<file path="src/rtl/uart_rx_buffer_pkg.sv">
// Shared types for the UART receive buffer: the stored entry layout,
// the default FIFO depth and the capture FSM states.
package uart_rx_buffer_pkg;

  localparam int RX_FIFO_DEPTH = 16;

  typedef struct packed {
    logic       frame_err;
    logic       parity_err;
    logic [7:0] data;
  } rx_entry_t;

  typedef enum logic [1:0] {
    IDLE,
    WAIT_TICK,
    CAPTURE,
    ARMED
  } rxb_state_t;

endpackage

</file>
<file path="src/rtl/uart_rx_buffer_if.sv">
// Host-side read port of the UART receive buffer: valid/pop FIFO access,
// occupancy and the overrun/error-drop status.
interface uart_rx_buffer_if #(
  parameter int CNT_W = 5
);

  logic             rd_pop;
  logic             overrun_clr;
  logic             rd_valid;
  logic [7:0]       rd_data;
  logic             rd_frame_err;
  logic             rd_parity_err;
  logic [CNT_W-1:0] count;
  logic             overrun;
  logic [7:0]       err_drops;

  modport master (
    output rd_pop, overrun_clr,
    input  rd_valid, rd_data, rd_frame_err, rd_parity_err, count, overrun, err_drops
  );

  modport slave (
    input  rd_pop, overrun_clr,
    output rd_valid, rd_data, rd_frame_err, rd_parity_err, count, overrun, err_drops
  );

endinterface

</file>
<file path="src/rtl/uart_rx_buffer_sync_fifo.sv">
// Single-clock first-word-fall-through FIFO with occupancy count.
// Writes into a full FIFO are accepted only when a read frees a slot the same cycle.
module sync_fifo #(
  parameter int WIDTH = 10,
  parameter int DEPTH = 16,
  parameter int CNT_W = $clog2(DEPTH) + 1
) (
  input  logic             clk,
  input  logic             reset,
  input  logic             wr_en,
  input  logic [WIDTH-1:0] wr_data,
  input  logic             rd_en,
  output logic [WIDTH-1:0] rd_data,
  output logic             full,
  output logic             empty,
  output logic [CNT_W-1:0] count
);

  localparam int PTR_W = $clog2(DEPTH);

  logic [WIDTH-1:0] mem [DEPTH];
  logic [PTR_W-1:0] wr_ptr;
  logic [PTR_W-1:0] rd_ptr;
  logic             do_rd;
  logic             do_wr;

  assign empty   = (count == '0);
  assign full    = (count == CNT_W'(DEPTH));
  assign do_rd   = rd_en && !empty;
  assign do_wr   = wr_en && (!full || do_rd);
  assign rd_data = mem[rd_ptr];

  // Pointers wrap naturally because DEPTH is a power of two.
  always_ff @(posedge clk or posedge reset) begin
    if (reset) begin
      wr_ptr <= '0;
      rd_ptr <= '0;
      count  <= '0;
      for (int i = 0; i < DEPTH; i++) begin
        mem[i] <= '0;
      end
    end else begin
      if (do_wr) begin
        mem[wr_ptr] <= wr_data;
        wr_ptr      <= wr_ptr + PTR_W'(1);
      end
      if (do_rd) begin
        rd_ptr <= rd_ptr + PTR_W'(1);
      end
      case ({do_wr, do_rd})
        2'b10:   count <= count + CNT_W'(1);
        2'b01:   count <= count - CNT_W'(1);
        default: count <= count;
      endcase
    end
  end

endmodule

</file>
<file path="src/rtl/uart_rx_buffer.sv">
// Consumer stage behind the UART receiver: catches each completed frame,
// waits one oversample tick for the receiver outputs to settle, then queues it.
module uart_rx_buffer
  import uart_rx_buffer_pkg::*;
#(
  parameter int DEPTH        = RX_FIFO_DEPTH,
  parameter bit DROP_ERRORED = 1'b0,
  parameter int CNT_W        = $clog2(DEPTH) + 1
) (
  input  logic       clk,
  input  logic       reset,
  input  logic       tick,
  input  logic       rx_done,
  input  logic [7:0] rx_data,
  input  logic       rx_frame_err,
  input  logic       rx_parity_err,
  uart_rx_buffer_if.slave host
);

  rxb_state_t       state;
  logic             done_meta;
  logic             done_sync;
  logic             done_prev;
  logic             done_rise;
  rx_entry_t        cap_entry;
  rx_entry_t        head_entry;
  logic             fifo_full;
  logic             fifo_empty;
  logic [CNT_W-1:0] fifo_count;
  logic             pop_ok;
  logic             drop_err;
  logic             wr_en;
  logic             lost;
  logic             overrun_q;
  logic [7:0]       err_drops_q;

  always_ff @(posedge clk or posedge reset) begin
    if (reset) begin
      done_meta <= 1'b0;
      done_sync <= 1'b0;
      done_prev <= 1'b0;
    end else begin
      done_meta <= rx_done;
      done_sync <= done_meta;
      done_prev <= done_sync;
    end
  end

  assign done_rise = done_sync && !done_prev;
  assign cap_entry = {rx_frame_err, rx_parity_err, rx_data};
  assign drop_err  = DROP_ERRORED && (rx_frame_err || rx_parity_err);
  assign pop_ok    = host.rd_pop && !fifo_empty;

  // A full FIFO still accepts the frame if the host frees the head in the same cycle.
  assign wr_en = (state == CAPTURE) && !drop_err && (!fifo_full || pop_ok);
  assign lost  = (state == CAPTURE) && !drop_err && fifo_full && !pop_ok;

  always_ff @(posedge clk or posedge reset) begin
    if (reset) begin
      state       <= IDLE;
      overrun_q   <= 1'b0;
      err_drops_q <= '0;
    end else begin
      case (state)
        IDLE:      if (done_rise) state <= WAIT_TICK;
        WAIT_TICK: if (tick) state <= CAPTURE;
        CAPTURE: begin
          state <= ARMED;
          if (drop_err && (err_drops_q != 8'hFF)) begin
            err_drops_q <= err_drops_q + 8'd1;
          end
        end
        ARMED:     if (!done_sync) state <= IDLE;
        default:   state <= IDLE;
      endcase
      // A fresh loss wins over a simultaneous clear so no overrun goes unreported.
      if (lost) begin
        overrun_q <= 1'b1;
      end else if (host.overrun_clr) begin
        overrun_q <= 1'b0;
      end
    end
  end

  sync_fifo #(
    .WIDTH ($bits(rx_entry_t)),
    .DEPTH (DEPTH),
    .CNT_W (CNT_W)
  ) u_fifo (
    .clk     (clk),
    .reset   (reset),
    .wr_en   (wr_en),
    .wr_data (cap_entry),
    .rd_en   (host.rd_pop),
    .rd_data (head_entry),
    .full    (fifo_full),
    .empty   (fifo_empty),
    .count   (fifo_count)
  );

  assign host.rd_valid      = !fifo_empty;
  assign host.rd_data       = head_entry.data;
  assign host.rd_frame_err  = head_entry.frame_err;
  assign host.rd_parity_err = head_entry.parity_err;
  assign host.count         = fifo_count;
  assign host.overrun       = overrun_q;
  assign host.err_drops     = err_drops_q;

endmodule

</file>
<file path="src/flat_wrapper.sv">
// flat-port wrapper written by rule: the top's interface ports become plain ports
module uart_rx_buffer_flat import uart_rx_buffer_pkg::*;
#(
  parameter int DEPTH        = RX_FIFO_DEPTH,
  parameter bit DROP_ERRORED = 1'b0,
  parameter int CNT_W        = $clog2(DEPTH) + 1
)
  (clk, reset, tick, rx_done, rx_data, rx_frame_err, rx_parity_err, host_rd_pop, host_overrun_clr, host_rd_valid, host_rd_data, host_rd_frame_err, host_rd_parity_err, host_count, host_overrun, host_err_drops);
  uart_rx_buffer_if #(.CNT_W(CNT_W)) host_i ();
  input  logic clk;
  input  logic reset;
  input  logic tick;
  input  logic rx_done;
  input  logic [7:0] rx_data;
  input  logic rx_frame_err;
  input  logic rx_parity_err;
  input wire logic [$bits(host_i.rd_pop)-1:0] host_rd_pop;
  input wire logic [$bits(host_i.overrun_clr)-1:0] host_overrun_clr;
  output wire logic [$bits(host_i.rd_valid)-1:0] host_rd_valid;
  output wire logic [$bits(host_i.rd_data)-1:0] host_rd_data;
  output wire logic [$bits(host_i.rd_frame_err)-1:0] host_rd_frame_err;
  output wire logic [$bits(host_i.rd_parity_err)-1:0] host_rd_parity_err;
  output wire logic [$bits(host_i.count)-1:0] host_count;
  output wire logic [$bits(host_i.overrun)-1:0] host_overrun;
  output wire logic [$bits(host_i.err_drops)-1:0] host_err_drops;
  assign host_i.rd_pop = host_rd_pop;
  assign host_i.overrun_clr = host_overrun_clr;
  assign host_rd_valid = host_i.rd_valid;
  assign host_rd_data = host_i.rd_data;
  assign host_rd_frame_err = host_i.rd_frame_err;
  assign host_rd_parity_err = host_i.rd_parity_err;
  assign host_count = host_i.count;
  assign host_overrun = host_i.overrun;
  assign host_err_drops = host_i.err_drops;
  uart_rx_buffer #(.DEPTH(DEPTH), .DROP_ERRORED(DROP_ERRORED), .CNT_W(CNT_W)) u_core (.clk(clk), .reset(reset), .tick(tick), .rx_done(rx_done), .rx_data(rx_data), .rx_frame_err(rx_frame_err), .rx_parity_err(rx_parity_err), .host(host_i));
endmodule
</file>
<file path="config.mk">
export PLATFORM = sky130hd
export DESIGN_NAME = uart_rx_buffer_flat
export DESIGN_NICKNAME = d
export VERILOG_FILES = /design/src/rtl/uart_rx_buffer_pkg.sv /design/src/rtl/uart_rx_buffer_if.sv /design/src/rtl/uart_rx_buffer_sync_fifo.sv /design/src/rtl/uart_rx_buffer.sv /design/src/flat_wrapper.sv
export SDC_FILE = /design/constraint.sdc
export NUM_CORES = 1
export LEC_CHECK = 0
export ABC_CLOCK_PERIOD_IN_PS = 6400
export CAP_MARGIN = 20
export CORE_MARGIN = 10
export CORE_UTILIZATION = 60
export DETAILED_ROUTE_END_ITERATION = 8
export PLACE_DENSITY_LB_ADDON = 0.25
export SYNTH_ARGS = -nofsm -noshare
export SYNTH_HDL_FRONTEND = slang
export SYNTH_SLANG_ARGS = --single-unit
</file>
<file path="constraint.sdc">
create_clock -name clk -period 6.4 [get_ports clk]
set_input_delay 0.64 -clock clk [delete_from_list [all_inputs] [get_ports clk]]
set_output_delay 0.64 -clock clk [all_outputs]
set_load 0.05 [all_outputs]
</file>
=== After elaboration in Yosys (flattened, before gate mapping) ===
Index checks and enable logic that the tools add are counted.

* Word-level logic and storage cells: 72
* Register bits after elaboration: 179
* Output and inout bits: 25
* Input port bits: 16

* Reduce and logical (&&, ||, !) cells: 17
* Magnitude comparators: 3
* Muxes and demuxes: 13
* Add/sub/neg operators: 4
* Equal/unequal tests: 9
* Bitwise operators: 2

{| class="wikitable"
|+ Operator list
! cell !! count
|-
| bitwise mux 160 bit || 1
|-
| binary-select mux 10 bit (select 4 bit) || 1
|-
| demux 10 bit (select 4 bit) || 1
|-
| 2-to-1 mux 10 bit || 3
|-
| greater-or-equal comparator 5 bit, second input constant || 2
|-
| inverter 4 -> 5 bit || 2
|-
| one-hot mux 5 bit (2 select lines) || 1
|-
| adder 4 x 1 -> 4 bit, second input constant || 2
|-
| one-hot mux 2 bit (4 select lines) || 1
|-
| logical AND 1 bit || 7
|-
| == test 2 bit, second input constant || 3
|-
| 2-to-1 mux 2 bit || 3
|-
| adder 5 x 1 -> 5 bit, second input constant || 1
|-
| == test 5 bit, second input constant || 1
|-
| logical NOT 5 bit || 1
|-
| < comparator 5 x 1 -> 1 bit, second input constant || 1
|-
| subtractor 5 x 1 -> 5 bit, second input constant || 1
|-
| == test 2 x 1 -> 1 bit, second input constant || 2
|-
| logical NOT 1 bit || 4
|-
| != test 2 bit, second input constant || 2
|-
| nonzero test 2 bit || 2
|-
| AND reduction 3 bit || 1
|-
| logical NOT 2 bit || 1
|-
| 2-to-1 mux 1 bit || 2
|-
| other kinds (2) || 2
|}

=== Longest topological paths before layout ===
Gate-level depths: netlist of the first run.

* Depth after elaboration: 8
* Depth in mapped cells: 14
* Depth with buffers taken out: 10

=== Hierarchy ===
Synthesis of the first run repeated with hierarchy kept, for this count alone.

* Cell total of the unflattened synthesis: 564
* Area total of the unflattened synthesis: 8841.0 sq um

{| class="wikitable"
|+ By module, submodules not included
! module !! times used !! cells an instance !! area an instance (sq um) !! sequential area each (sq um)
|-
| sync_fifo || 1 || 528 || 8475.6 || 4329.2
|-
| uart_rx_buffer || 1 || 36 || 365.4 || 150.1
|}

=== Least setup slack after synthesis of the first run ===
Ideal clock, no wire load.

* Kind: flip-flop to flip-flop
* Start point: reg u_core.u_fifo.count[2]
* End point: reg u_core.u_fifo.count[4]
* Path buffers: 4
* Clock period less this slack: 3.156 ns
* Slack: 3.244 ns
* Stages on the path, launching flop included: 15
* Arrival time: 3.076 ns
* Cells stage by stage: dfrtp_1 -> buf_2 -> nor4_4 -> and3_1 -> buf_2 -> buf_6 -> or2b_2 -> ha_1 -> clkbuf_1 -> xor2_1 -> ha_1 -> a21o_1 -> a21oi_1 -> nor3_1 -> xnor2_1

* Cells in the longest elaborated chain, start to end: 8

{| class="wikitable"
|+ RTL lines
! what !! RTL line !! text
|-
| start: declaration || uart_rx_buffer_sync_fifo.sv:16 || <nowiki>output logic [CNT_W-1:0] count</nowiki>
|-
| start signal: assignment || uart_rx_buffer_sync_fifo.sv:51 || <nowiki>2'b10: count <= count + CNT_W'(1);</nowiki>
|-
| start signal: assignment || uart_rx_buffer_sync_fifo.sv:52 || <nowiki>2'b01: count <= count - CNT_W'(1);</nowiki>
|-
| start signal: assignment || uart_rx_buffer_sync_fifo.sv:53 || <nowiki>default: count <= count;</nowiki>
|-
| logical NOT 5 bit || uart_rx_buffer_sync_fifo.sv:27 || <nowiki>assign empty = (count == '0);</nowiki>
|-
| logical NOT 1 bit || uart_rx_buffer_sync_fifo.sv:29, uart_rx_buffer.sv:52 ||
|-
| logical AND 1 bit || uart_rx_buffer_sync_fifo.sv:29, uart_rx_buffer.sv:52 ||
|-
| logical OR 1 bit || uart_rx_buffer_sync_fifo.sv:30, uart_rx_buffer.sv:55 ||
|-
| logical AND 1 bit || uart_rx_buffer.sv:55 || <nowiki>assign wr_en = (state == CAPTURE) && !drop_err && (!fifo_full || pop_ok);</nowiki>
|-
| logical AND 1 bit || uart_rx_buffer_sync_fifo.sv:30 || <nowiki>assign do_wr = wr_en && (!full || do_rd);</nowiki>
|-
| == test 2 x 1 -> 1 bit or == test 2 bit (tied branches) || uart_rx_buffer_sync_fifo.sv:50 || <nowiki>case ({do_wr, do_rd})</nowiki>
|-
| one-hot mux 5 bit (2 select lines) or nonzero test 2 bit (tied branches) || - ||
|}

Several ways; a longest one is shown, not always the timed one.
A chain may end at the register's enable or synchronous reset.

=== Final worst setup path of the first run ===
* Start point: reg u_core.u_fifo.rd_ptr[1]
* End point: out host_rd_frame_err

* Cells in the longest elaborated chain, start to end: 4

{| class="wikitable"
|+ RTL lines
! what !! RTL line !! text
|-
| start: declaration || uart_rx_buffer_sync_fifo.sv:23 || <nowiki>logic [PTR_W-1:0] rd_ptr;</nowiki>
|-
| start signal: assignment || uart_rx_buffer_sync_fifo.sv:48 || <nowiki>rd_ptr <= rd_ptr + PTR_W'(1);</nowiki>
|-
| inverter 4 -> 5 bit (implied by the code) || uart_rx_buffer_sync_fifo.sv:31 || <nowiki>assign rd_data = mem[rd_ptr];</nowiki>
|-
| binary-select mux 10 bit (select 4 bit) || uart_rx_buffer_sync_fifo.sv:31 ||
|-
| 2-to-1 mux 10 bit (implied by the code) (2 in a row) || uart_rx_buffer_sync_fifo.sv:31 ||
|-
| end: declaration || flat_wrapper.sv:21 || <nowiki>output wire logic [$bits(host_i.rd_frame_err)-1:0] host_rd_frame_err;</nowiki>
|}

No other way between the ends. The select of a mux whose other input is x is not followed.

==> results of run 1 <==
-- final timing paths --
check / slack (ns) / endpoint / depth (start not counted) / from
worst max-delay path: 2.10 / host_rd_frame_err / 5 / u_core.u_fifo.rd_ptr[1]$_DFFE_PP0P_
worst max register to register: 3.07 / u_core.u_fifo.count[4]$_DFFE_PP0P_ / 10 / u_core.u_fifo.count[2]$_DFFE_PP0P_
min in group asynchronous: 0.64 / u_core.u_fifo.mem[119]$_DFFE_PP0P_ / 2 / reset
worst min register to register: 0.35 / u_core.done_sync$_DFF_PP0_ / 0 / u_core.done_meta$_DFF_PP0_
max in group asynchronous: 4.53 / u_core.u_fifo.mem[132]$_DFFE_PP0P_ / 3 / reset
worst min-delay path: 0.35 / u_core.done_sync$_DFF_PP0_ / 0 / u_core.done_meta$_DFF_PP0_
-- power breakdown --
group,leakage (uW),switching [uW],internal [uW]
clock network,0.000327,421,734
registers,0.00219,439,1670
logic,0.00163,1140,1090
total,0.00414,2000,3490
-- synth_stat cells (9+ instances only) --
| master | number |
|---|---|
| a221oi_1 | 20 |
| a22oi_1 | 10 |
| buf_2 | 15 |
| clkbuf_1 | 24 |
| dfrtp_1 | 179 |
| ha_1 | 13 |
| inv_1 | 9 |
| mux2_2 | 155 |
| mux2i_1 | 40 |
| mux4_2 | 20 |
| nand2_1 | 20 |
| o21ai_0 | 15 |
-- sequential cells by signal, indices dropped and copies added (netlist names) --
signal / cells
u_core.u_fifo.wr_ptr: 4
u_core.done_sync: 1
u_core.u_fifo.mem: 160
u_core.u_fifo.count: 5
u_core.host.overrun: 1
u_core.done_meta: 1
u_core.state: 2
u_core.u_fifo.rd_ptr: 4
u_core.done_prev: 1
-- cell type report --
cell class                 instances  share of cell area, %
sequential                       179                  46.90
timing repair buffer              36                  3.665
inverter                          10                 0.4450
clock inverter                     9                  1.819
multi-input combinational        366                  39.71
tap                              180                  2.356
clock buffer                      23                  5.105
-- kinds of logic (layout without fill, tap and decap cells) --
| logic type | Yosys count | after routing | share of synthesized area [%] |
|---|---|---|---|
| multiplexers | 223 | 223 | 31.50 |
| flip-flops | 179 | 179 | 52.53 |
| buffers and inverters | 59 | 78 | 3.257 |
| AO/OA/AOI/OAI | 56 | 56 | 4.798 |
| AND/OR/NAND/NOR | 54 | 54 | 4.725 |
| adder cells (fa/ha/maj) | 13 | 13 | 1.908 |
| XOR/XNOR | 12 | 12 | 1.233 |
| other | 1 | 8 | 0.04398 |
-- worst register-to-register path: cells and delay by family (launching register included) --
kind,cells,cell delay (ns)
xor+xnor,2,0.32
flops,1,0.48
simple gates,4,1.74
compound gates,2,0.19
fa+ha+maj,2,0.54
-- per-stage QoR --
stage | hold slack (ns) | utilization, % | cells | power (uW)
3_5_place_dp | 0.3378 | 64.10 | 771 | 4341
6_report | 0.3540 | 68.87 | 803 | 5490
3_3_place_gp | 0.3363 | 64.10 | 771 | 4236
5_1_grt | 0.3579 | 68.87 | 803 | 5803
4_1_cts | 0.3541 | 68.87 | 803 | 5514
2_1_floorplan | 0.3312 | - | 604 | 3734
-- cells in the final DEF, fill, tap and decap left out, types with 13 or more instances in the layout --
cell,instances
clkbuf_16,17
mux2_2,155
clkdlybuf4s50_1,32
mux2i_1,40
nand2_1,20
dfrtp_1,178
mux4_2,20
ha_1,13
o21ai_0,15
a221oi_1,20
-- layer usage --
metal	track usage (%)	wire [microns]
met1	24.95	7909
met5	0	0
met2	29.85	8582
met3	4.185	872
met4	6.974	317
==> impl_metrics.py, run 1 <==
metrics = {
    "status": {
        "status": "completed",
    },
    "placement": {
        "place_ws_ns": 2.608,
        "placed_area_sq_um": 8897,
        "hpwl_microns": 11470,
        "port-buffer-count": 32,
        "globalplace.congestion": 0.8166,
    },
    "global_route": {
        "antenna_found_initial": 0,
        "grt_pass1_vias": 5239,
        "grt_usage_pct": 18.85,
        "grt_pass1_wl_microns": 29240,
        "grt.overflow.total": 0,
        "grt_max_degree": 71,
    },
    "clock_network": {
        "hold_buffers": 0,
        "cts_root_buf": "clkbuf_16",
        "cts.path.max_buffers": 2,
        "cts_resized": 0,
        "cts_made_buffers": 17,
        "cts_setup_buffers": 0,
        "clkLatencyLatePin_ns": 0.43,
        "cts_tree": "done",
        "clkSinkCount": 179,
        "clk_pin_slew_worst_paths_ns": 0.06,
        "htreeDepth": 4,
    },
    "logic_synthesis": {
        "synth_area_sq_um": 8527,
        "synth_cell_types": 42,
        "synthArstFlopShare_pct": 100.0,
        "yosysWarnings": 0,
        "postSynthAreaPerCell_sq_um": 14.28,
        "synthCells": 597,
        "synth-main-ff-cell": "dfrtp_1",
        "yosys.area.top_type": "dfrtp_1",
        "synth_edf_count": 0,
        "ys_seq_elements": 179,
        "synthTopCellsByArea": "dfrtp_1, mux2_2, mux4_2, mux2i_1, a221oi_1",
        "synth_top_area_share_pct": 52.53,
        "yosysSeqAreaShare_pct": 52.53,
    },
    "power_and_ir_drop": {
        "peakVddDrop_mv": 0.3349,
        "powerDensity_nw_per_um2": 574.3,
        "p_leak_uw": 0.004144,
    },
    "setup_path": {
        "path_cells": "and2_1, a221oi_1, a22oi_1, nand2_1, clkdlybuf4s50_1",
        "crit_family": "flip-flops",
        "path_buf_inv": 1,
        "cp.required_ns": 5.76,
        "critical_path_arrival_ns": 3.66,
        "cp_slowest_cell": "dfrtp_1",
        "cp-end-kind": "output pin",
        "worstPathMaxFanout": 24,
        "slowest_delay_ns": 1.04,
        "worstSetupStartpointType": "register",
        "critPathKind": "reg -> out",
    },
    "finish": {
        "multiInputGateArea_sq_um": 3796,
        "final_layout_size_suffix_gt1_share_pct": 36.12,
        "fin_nets": 639,
        "stdcell_area_sq_um": 9559,
        "area_growth_pct": 12.11,
        "fillers": 910,
        "num_antenna_cells": 0,
        "seqCellArea_sq_um": 4483,
    },
    "timing": {
        "hold_viol_final": 0,
        "setup_tns_ns": 0,
        "fmax_mhz": 232.4,
        "rsz0062_at_grt": "no",
        "relSlewSlack_pct": 29.42,
        "fin_skew_ns": 0.008691,
        "setup_viol": 0,
        "period_needed_ns": 4.303,
        "tightest_slew_ns": 1.059,
        "fin_ws_ns": 2.097,
        "slew_viol_final": 0,
        "final.period_utilization_pct": 67.23,
    },
    "routing": {
        "wl_per_cell_microns": 22.02,
        "drc": 0,
        "drtAntennaViolNets": 0,
        "viasPerCell": 6.214,
        "drtIter0Drc": 452,
        "firstDrtPassIters": 7,
        "finalWirelength_microns": 17680,
        "num_vias": 4990,
    },
    "floorplanning": {
        "ios": 41,
        "die_area_sq_um": 19380,
        "rows": 43,
        "core_area_sq_um": 13880,
        "die_w_microns": 139.2,
        "start_util_pct": 61.43,
        "die_h_microns": 139.2,
    },
    "job": {
        "drv_cap": 0,
    },
    "worst_hold_path": {
        "hold_path_class": "reg -> reg",
    },
}
Power figures use the tool's default switching activity.
==> run 2, diff against run 1 <==
Settings changed: ABC_CLOCK_PERIOD_IN_PS 6400 to 4100.
Clock period 6.4 ns to 4.1 ns, I/O delays scaled along.
==> run 2 against run 1 <==
Effect of this change:
- critical path depth increased by 1
- first-iteration DRC count decreased by 18%
- sequential power increased by 52%
- clock-buffer cell count increased by 1
- register-to-register slack got worse by 1.9 ns
- final area increased by 0.55%
- worst hold slack got worse by 0.0012 ns
==> impl_metrics.py, run 2 (synthesized netlist as in run 1, its figures left out) <==
metrics = {
    "setup_path": {
        "worstPathMaxFanout": 29,
        "critPathKind": "reg -> out",
        "cp-end-kind": "output pin",
        "cp.required_ns": 3.69,
        "critical_path_arrival_ns": 3.17,
        "worstSetupStartpointType": "register",
    },
    "timing": {
        "setup_tns_ns": 0,
        "tightest_slew_ns": 0.8913,
        "relSlewSlack_pct": 40.45,
        "period_needed_ns": 3.575,
        "slew_viol_final": 0,
        "fmax_mhz": 279.7,
        "fin_skew_ns": 0.004174,
        "rsz0062_at_grt": "no",
        "final.period_utilization_pct": 87.20,
        "setup_viol": 0,
        "hold_viol_final": 0,
    },
    "routing": {
        "drtIter0Drc": 371,
        "finalWirelength_microns": 19520,
        "firstDrtPassIters": 4,
        "drtAntennaViolNets": 0,
        "viasPerCell": 6.359,
        "dr_wl_met2_microns": 9749,
        "met1_length_microns": 8339,
        "wl_met3_microns": 914,
        "wl_per_cell_microns": 24.01,
        "highest_layer": "met4",
        "num_vias": 5170,
        "drc": 0,
    },
    "finish": {
        "largest_reg_flops": 160,
        "num_antenna_cells": 0,
        "multiInputGateArea_sq_um": 3796,
        "mostFrequentLayoutCell": "dfrtp_1",
        "final_layout_size_suffix_gt1_share_pct": 36.97,
        "fin_nets": 649,
        "top_register": "u_core.u_fifo.mem",
        "stdcell_area_sq_um": 9612,
        "seqCellArea_sq_um": 4483,
        "layout_common_cells": "dfrtp_1, mux2_2, mux2i_1",
        "area_growth_pct": 12.72,
        "fillers": 937,
        "reg_top3": "u_core.u_fifo.mem (160), u_core.u_fifo.count (5)",
    },
    "power_and_ir_drop": {
        "intPower_uw": 5383,
        "p_clk_share_pct": 19.8,
        "power_switching_uw": 3192,
        "powerDensity_nw_per_um2": 892.1,
        "p_leak_uw": 0.004167,
        "switching_share_pct": 37.22,
        "power_frac_comb_pct": 42.8,
        "peakVddDrop_mv": 0.4079,
        "pwr-share-seq_pct": 37.4,
    },
    "clock_network": {
        "cts_tree": "done",
        "cts_root_buf": "clkbuf_16",
        "clk_pin_slew_worst_paths_ns": 0.06,
        "cts_made_buffers": 17,
        "hold_buffers": 0,
        "cts_setup_buffers": 0,
        "clkSinkCount": 179,
        "cts_resized": 0,
        "cts.path.max_buffers": 2,
        "htreeDepth": 4,
        "clkLatencyLatePin_ns": 0.43,
    },
    "placement": {
        "hpwl_microns": 12270,
        "globalplace.congestion": 0.8137,
        "placed_area_sq_um": 8996,
        "port-buffer-count": 32,
    },
    "global_route": {
        "grt_usage_pct": 20.48,
        "grt_pass1_wl_microns": 31080,
        "antenna_found_initial": 0,
        "grt_pass1_vias": 5405,
        "grt_max_degree": 46,
        "grt.overflow.total": 0,
    },
    "floorplanning": {
        "die_area_sq_um": 19380,
        "rows": 43,
        "die_h_microns": 139.2,
        "die_w_microns": 139.2,
        "core_area_sq_um": 13880,
        "ios": 41,
        "start_util_pct": 61.43,
    },
    "job": {
        "drv_cap": 0,
    },
    "worst_hold_path": {
        "hold_path_class": "reg -> reg",
    },
    "status": {
        "status": "completed",
    },
}
-- run 2: area by class of cell --
class                   instances  share of cell area (%)
flip-flops and latches        179                   46.64
clock inverters                 8                   1.289
well taps                     180                   2.343
inverters                      10                  0.4296
multi-input cells             366                   39.49
repair buffers                 46                   4.686
clock buffers                  24                   5.116
-- run 2: worst paths after layout --
check,startpoint,to,slack (ns),depth (start not counted)
min in group asynchronous,reset,u_core.u_fifo.mem[31]$_DFFE_PP0P_,0.50,2
hold / removal,u_core.done_meta$_DFF_PP0_,u_core.done_sync$_DFF_PP0_,0.35,0
max in group asynchronous,reset,u_core.u_fifo.mem[95]$_DFFE_PP0P_,2.59,3
hold reg to reg,u_core.done_meta$_DFF_PP0_,u_core.done_sync$_DFF_PP0_,0.35,0
setup reg to reg,u_core.u_fifo.count[2]$_DFFE_PP0P_,u_core.u_fifo.count[4]$_DFFE_PP0P_,1.17,11
setup / recovery,u_core.u_fifo.rd_ptr[0]$_DFFE_PP0P_,host_rd_frame_err,0.52,6
-- run 2: power groups by stage --
stage	combinational (uW)	clock [uW]	sequential (uW)
2_1_floorplan	2800	0	3030
3_3_place_gp	3540	0	3160
3_5_place_dp	3660	0	3210
4_1_cts	3690	1710	3190
5_1_grt	3920	1780	3310
6_report	3670	1700	3210
-- run 2: metrics by stage --
| stage | hold WS, ns | total power, uW | instances | util (%) | worst slack (ns) |
|---|---|---|---|---|---|
| 6_report | 0.3528 | 8575 | 813 | 69.24 | 0.5247 |
| 2_1_floorplan | 0.3312 | 5830 | 604 | - | 0.9436 |
| 3_5_place_dp | 0.3394 | 6877 | 781 | 64.81 | 1.036 |
| 3_3_place_gp | 0.3359 | 6694 | 781 | 64.81 | 1.025 |
| 5_1_grt | 0.3678 | 9007 | 813 | 69.24 | 0.4178 |
| 4_1_cts | 0.3561 | 8592 | 813 | 69.24 | 0.5356 |
-- run 2: per-layer routing --
| metal | track usage (%) | vias to the layer above |
|---|---|---|
| met5 | 0 | - |
| met4 | 9.226 | 0 |
| met3 | 3.981 | 33 |
| met2 | 32.98 | 141 |
| met1 | 26.31 | 2768 |
| li1 | - | 2228 |
-- run 2: worst max-delay path: stages, from the launching register on --
cell	delay, ns
dfrtp_4	0.77
buf_4	0.31
mux2i_1	0.10
a221oi_1	0.41
o21ai_0	0.16
nand2_1	0.12
clkdlybuf4s50_1	0.81
